===== config.mk =====
export PLATFORM = sky130hd
export DESIGN_NAME = control_sequencer
export DESIGN_NICKNAME = d
export VERILOG_FILES = /design/src/rtl/control_sequencer.sv
export SDC_FILE = /design/constraint.sdc
export NUM_CORES = 1
export LEC_CHECK = 0
export BUFFER_PORTS_ARGS = -buffer_cell sky130_fd_sc_hd__buf_2
export CORE_MARGIN = 5
export CORE_UTILIZATION = 49
export DETAILED_ROUTE_END_ITERATION = 16
export PLACE_DENSITY = 0.83
export SYNTH_ARGS = -nofsm -noshare
export SYNTH_HDL_FRONTEND = slang
export SYNTH_SLANG_ARGS = --single-unit

===== constraint.sdc =====
create_clock -name clk -period 3 [get_ports clk]
set_input_delay 0.3 -clock clk [delete_from_list [all_inputs] [get_ports clk]]
set_output_delay 0.3 -clock clk [all_outputs]
set_load 0.005 [all_outputs]

===== src/rtl/control_sequencer.sv =====
// control_sequencer: microcode sequencer for the 8-bit bus machine.
// Owns the T-state counter, the carry/zero flags and the halt latch, and
// decodes (step, opcode, flags) into the 16-bit bus control word.
module control_sequencer #(
    parameter int         STEPS      = 5,      // microsteps per instruction, 5..8
    parameter logic [1:0] FLAGS_INIT = 2'b00   // reset value of {carry, zero}
) (
    input  logic        clk,
    input  logic        rst_n,
    input  logic [3:0]  ir_opcode,
    input  logic        alu_ovf,
    input  logic        alu_zf,
    output logic [15:0] ctrl_word,
    output logic [2:0]  step,
    output logic        carry_flag,
    output logic        zero_flag,
    output logic        halted
);

    // Control word bit positions, MSB to LSB
    localparam logic [15:0] HLT = 16'h8000;
    localparam logic [15:0] MI  = 16'h4000;
    localparam logic [15:0] RI  = 16'h2000;
    localparam logic [15:0] RO  = 16'h1000;
    localparam logic [15:0] IO  = 16'h0800;
    localparam logic [15:0] II  = 16'h0400;
    localparam logic [15:0] AI  = 16'h0200;
    localparam logic [15:0] AO  = 16'h0100;
    localparam logic [15:0] EO  = 16'h0080;
    localparam logic [15:0] SU  = 16'h0040;
    localparam logic [15:0] BI  = 16'h0020;
    localparam logic [15:0] OI  = 16'h0010;
    localparam logic [15:0] CE  = 16'h0008;
    localparam logic [15:0] CO  = 16'h0004;
    localparam logic [15:0] J   = 16'h0002;
    localparam logic [15:0] FI  = 16'h0001;

    // Opcodes
    localparam logic [3:0] OP_LDA = 4'b0001;
    localparam logic [3:0] OP_ADD = 4'b0010;
    localparam logic [3:0] OP_SUB = 4'b0011;
    localparam logic [3:0] OP_STA = 4'b0100;
    localparam logic [3:0] OP_LDI = 4'b0101;
    localparam logic [3:0] OP_JMP = 4'b0110;
    localparam logic [3:0] OP_JC  = 4'b0111;
    localparam logic [3:0] OP_JZ  = 4'b1000;
    localparam logic [3:0] OP_OUT = 4'b1110;
    localparam logic [3:0] OP_HLT = 4'b1111;

    localparam logic [2:0] LAST_STEP = 3'(STEPS - 1);

    logic [2:0]  step_reg;
    logic [2:0]  step_next;
    logic        halted_reg;
    logic        carry_reg;
    logic        zero_reg;
    logic [15:0] word_next;

    // Next microstep: wrap after the last step of the instruction
    always_comb begin
        step_next = (step_reg == LAST_STEP) ? 3'd0 : step_reg + 3'd1;
    end

    // Microcode decode; steps beyond 4 and unknown opcodes emit nothing
    always_comb begin
        word_next = 16'h0000;
        if (halted_reg) begin
            word_next = HLT;
        end else begin
            case (step_reg)
                3'd0: word_next = MI | CO;
                3'd1: word_next = RO | II | CE;
                3'd2: begin
                    case (ir_opcode)
                        OP_LDA, OP_ADD, OP_SUB, OP_STA: word_next = IO | MI;
                        OP_LDI: word_next = IO | AI;
                        OP_JMP: word_next = IO | J;
                        OP_JC:  word_next = carry_reg ? (IO | J) : 16'h0000;
                        OP_JZ:  word_next = zero_reg  ? (IO | J) : 16'h0000;
                        OP_OUT: word_next = AO | OI;
                        OP_HLT: word_next = HLT;
                        default: word_next = 16'h0000;
                    endcase
                end
                3'd3: begin
                    case (ir_opcode)
                        OP_LDA:         word_next = RO | AI;
                        OP_ADD, OP_SUB: word_next = RO | BI;
                        OP_STA:         word_next = AO | RI;
                        default:        word_next = 16'h0000;
                    endcase
                end
                3'd4: begin
                    case (ir_opcode)
                        OP_ADD:  word_next = EO | AI | FI;
                        OP_SUB:  word_next = EO | AI | SU | FI;
                        default: word_next = 16'h0000;
                    endcase
                end
                default: word_next = 16'h0000;
            endcase
        end
    end

    // Bus sees an idle control word for as long as reset is held
    always_comb begin
        ctrl_word = rst_n ? word_next : 16'h0000;
    end

    // Step counter, halt latch and flag register
    always_ff @(posedge clk or negedge rst_n) begin
        if (!rst_n) begin
            step_reg   <= 3'd0;
            halted_reg <= 1'b0;
            carry_reg  <= FLAGS_INIT[1];
            zero_reg   <= FLAGS_INIT[0];
        end else begin
            if (!halted_reg) begin
                // HLT freezes the counter at step 2 rather than advancing
                if (step_reg == 3'd2 && ir_opcode == OP_HLT) begin
                    halted_reg <= 1'b1;
                end else begin
                    step_reg <= step_next;
                end
            end
            // ALU inputs are only looked at when FI is asserted
            if (word_next[0]) begin
                carry_reg <= alu_ovf;
                zero_reg  <= alu_zf;
            end
        end
    end

    assign step       = step_reg;
    assign halted     = halted_reg;
    assign carry_flag = carry_reg;
    assign zero_flag  = zero_reg;

endmodule

# After elaboration in Yosys (flattened, before gate mapping)

Cells that the tools add are included.

Add/sub/neg operators: 1
Equality and inequality tests: 14
Muxes and demuxes: 11
Bitwise gates (word level): 2
Reductions and logical operators: 5

Operators by type and width:

| cell                  | count |
|---|---|
| $pmux W16 S7          | 1 |
| $pmux W16 S5          | 1 |
| $pmux W14 S3          | 1 |
| $mux W16              | 2 |
| $mux W12              | 2 |
| $pmux W10 S2          | 1 |
| $eq A4 B3 Y1 const B  | 4 |
| $eq A4 B4 Y1 const B  | 3 |
| $eq A4 B2 Y1 const B  | 2 |
| $eq A3 B2 Y1 const B  | 2 |
| $eq A4 B1 Y1 const B  | 1 |
| $reduce_or A4 Y1      | 1 |
| $add A3 B1 Y3 const B | 1 |
| $eq A3 B1 Y1 const B  | 1 |
| $eq A3 B3 Y1 const B  | 1 |
| $logic_not A3 Y1      | 1 |
| $mux W3               | 1 |
| $mux W1               | 2 |
| $not A1 Y1            | 2 |
| $reduce_and A2 Y1     | 1 |
| $reduce_or A2 Y1      | 1 |
| $logic_and A1 B1 Y1   | 1 |

Register bits: 6
Output and inout bits: 22
Logic and storage cells: 37

# Longest topological paths before layout

Word-level depth: 6
Gate-level depth with buffers: 6
Depth with buffers taken out: 5

# Worst setup path after synthesis

Ideal clock, no wire load.

Kind: reg-to-output
Start point: register step_reg[0] (netlist: step[0])
End point: output port ctrl_word[9]
Arrival time: 1.505 ns
Path slack: 1.195 ns
Stages on the path, launching flop included: 6
Path buffers: 0
Cells stage by stage: dfrtp_1 > ha_1 > ha_1 > nand2b_4 > a2111o_1 > a211oi_2

Longest elaborated chain between the ends: 4

Ends and longest elaborated chain:

| item                                 | line | source |
|---|---|---|
| start: declaration                   | 52   | `logic [2:0] step_reg;` |
| start signal: assignment             | 123  | `step_reg <= step_next;` |
| $eq A3 B3 Y1 (tied with other cells) | 70   | `case (step_reg)` |
| $pmux W16 S5 (*)                     | 70   |  |
| $mux W16 (*)                         | 67   | `if (halted_reg) begin` |
| $mux W16 (*)                         | 107  | `ctrl_word = rst_n ? word_next : 16'h0000;` |
| end: declaration                     | 13   | `output logic [15:0] ctrl_word,` |

Mark *: on every way between the ends. The rest lies on a longest branch, timed or not.

# Worst setup path in the final report

Ends and elaborated chain as after synthesis.

==> impl_summary.txt <==
----------------------------------------------------
[Run status]
  Outcome ... finished, final reports clean

[Worst setup path]
  Category of the worst setup path capture point ... output pin
  Maximum cell stage delay along the critical path ... 430 ps
  CP arrival ... 1950 ps
  Critical Path Start Type ... flip-flop
  CP most frequent cell ... ha_1
  Slowest cell on the critical path ... a2111o_1
  Largest driver fanout on the critical path ... 6
  Category of the most critical setup path ... flip-flop to output pin
  CP cell instances ... ha_1, ha_1, nand2b_4, a2111o_1, a211oi_2, buf_2
  Endpoint required time on the critical path ... 2700 ps

[STA]
  Transition time of the tightest slew-check pin ... 419 ps
  Slack of the critical path ... 753 ps
  Max Slew Vio Count ... 0
  Unrepaired setup endpoints after global routing ... false
  Final setup skew ... 0.995 ps
  Achievable Freq ... 445 MHz
  Final count of hold timing violations ... 0
  Share of the cycle needed by the critical path after routing ... 74.9%
  Fin crit period ... 2250 ps
  Sum of negative setup slack ... 0 ps
  Rel. slew slack ... 72.0%
  Final setup violating endpoints ... 0
  Hold WS ... 298 ps

[Detailed routing]
  Via count ... 660
  Number of detailed-routing iterations run before antenna repair ... 3
  Number of nets with antenna violations after routing ... 0
  Wire length per cell ... 13.8 um
  DRC viols ... 0
  Post-detailed-routing wire length ... 1.62 mm
  Average via count per standard cell ... 5.64
  Number of DRC markers in iteration 0 ... 5

[Pwr]
  Post-route total power ... 0.631 mW
  Power density over the cells ... 774 nW/um^2
  IR drop worst, VDD ... 0.000377 V
  Leakage dissipation ... 0.418 nW

[Logic synthesis]
  Count of different cell masters after synthesis ... 38
  Yosys top cell area share ... 22.6%
  Instance count of the mapped netlist ... 75
  Avg Synthesized Cell Area ... 8.86 um^2
  Post-synthesis cell area ... 664 um^2
  Register bit count reported by yosys ... 6
  Synthesized net count ... 88
  Most area-consuming cells after synthesis ... dfrtp_1 23%, ha_1 9.4%, mux2_2 5.1%, inv_1 4.0%, nand4b_1 4.0%
  Count of flip-flops with a built-in enable after synthesis ... 0
  Most used flip-flop cell after synthesis ... dfrtp_1
  Yosys warnings ... 0
  Biggest area consumer among synthesized cells ... dfrtp_1
  Fraction of registers with async set/reset ... 100%
  Sequential area share after synthesis ... 22.6%

[Job]
  Max-cap violations ... 0

[Clock tree]
  CTS sink cnt ... 6
  Clock tree from TritonCTS ... done
  Number of buffers created by CTS ... 3
  Clk slew on worst S/H paths ... 40 ps
  CTS HTree Levels ... 1
  Setup bufs post-CTS ... 0
  Root cell of the clock tree ... clkbuf_4
  Clock Latency Late Sink ... 240 ps
  Max Buffers Root-to-Sink ... 2

[Die]
  Die area ... 2190 um^2
  Row cnt ... 13
  X dimension of the die ... 46.8 um
  Core region area ... 1280 um^2
  Die span in y ... 46.8 um
  Top-level I/O count ... 30
  Initial cell density of the core ... 51.7%

[Global routing]
  Vias in the first global route ... 603
  Initial antenna violation count ... 0
  First-pass GRT wire length ... 2.57 mm
  Largest net degree at the start of global routing ... 12
  Global route overflow ... 0
  Global router's overall resource usage ... 16.0%

[Final layout]
  Number of flip-flops in the largest register ... 3
  Leading cell type in the layout, fill and taps excluded ... buf_2
  Share of final-layout standard cells stronger than drive strength 1 ... 40.2%
  Fill cell count ... 122
  Count of antenna diodes in the layout ... 0
  Most frequent cells in the layout ... 29 x buf_2, 7 x inv_1, 6 x dfrtp_1
  Area overhead of the layout relative to synthesis ... 22.6%
  Multi-input logic area ... 442 um^2
  Reg area ... 150 um^2
  Final layout net count ... 117

[Min path]
  Type of the most critical hold path ... input pin to flip-flop

[Placement]
  Final RePlAce weighted congestion ... 0.830
  Detailed-placement wirelength estimate ... 1.31 mm
  Count of input and output buffers ... 29
  Post-placement setup slack ... 1010 ps

----------------------------------------------------
-- layout make-up --
type,count,share of cell area (%)
Multi-Input combinational cell,56,54.2
Timing Repair Buffer,30,19.0
Sequential cell,6,18.4
Inverter,7,3.23
Clock buffer,3,2.76
Tap cell,15,2.30
-- per-stage QoR --
stage / cell area [um^2] / utilization [%] / instances
floorplan: 664 / - / 75
global placement: 782 / 60.9 / 113
detailed placement: 782 / 60.9 / 113
CTS: 815 / 63.4 / 117
global route: 815 / 63.4 / 117
finish: 815 / 63.4 / 117
-- cells by family (layout without fill, tap and decap cells) --
kind of cell | after synthesis | count (layout) | synth area share [%]
compound gates | 14 | 14 | 18.6
fa+ha+maj | 5 | 5 | 9.42
buf+inv | 13 | 40 | 10.9
flops | 6 | 6 | 22.6
mux | 4 | 4 | 6.59
simple gates | 33 | 33 | 31.8
-- critical path, delay by kind of cell, from the launching register on --
| family | cells | cell delay (ps) |
|---|---|---|
| compound gates | 2 | 640 |
| fa+ha+maj | 2 | 440 |
| buf+inv | 1 | 140 |
| flops | 1 | 420 |
| simple gates | 1 | 70 |
-- what timing repair did --
action | in CTS | in global routing
hold buffers | 1 | 0
hold endpoints to repair | 6 | 0
resized for setup | 0 | 0
-- metal layers --
layer / wire [um] / global-route usage (%) / share of wire [%]
met5: 0 / 0 / 0
met4: 15 / 4.97 / 0.93
met3: 101 / 1.53 / 6.2
met2: 812 / 28.7 / 50
met1: 690 / 19.9 / 43
-- cell usage after synthesis (2+ instances only) --
cell / instances
nand2_1: 4
inv_1: 7
nor2_1: 4
buf_4: 2
buf_6: 2
nand3_1: 2
nor3_1: 3
and2_1: 3
ha_1: 5
a21oi_1: 2
dfrtp_1: 6
a211oi_1: 2
mux2_2: 3
nand2b_1: 2
nand3b_1: 3
nand4b_1: 3
-- path summary, 6_finish.rpt --
kind,startpoint,to,slack (ps),cells past startpoint
max,step[0],ctrl_word[9],750,6
min,alu_zf,zero_flag,300,2
max reg2reg,step[0],step[0],1180,5
min reg2reg,zero_flag,zero_flag,570,1
max in group asynchronous,rst_n,carry_flag,2400,2
min in group asynchronous,rst_n,step[0],430,2
-- report_power, final --
group          internal (mW)  switching [mW]
Sequential             0.123          0.0557
Clock                 0.0449          0.0243
Combinational          0.179           0.204
Total                  0.347           0.284
No activity file was read; power rests on OpenSTA's default activity.
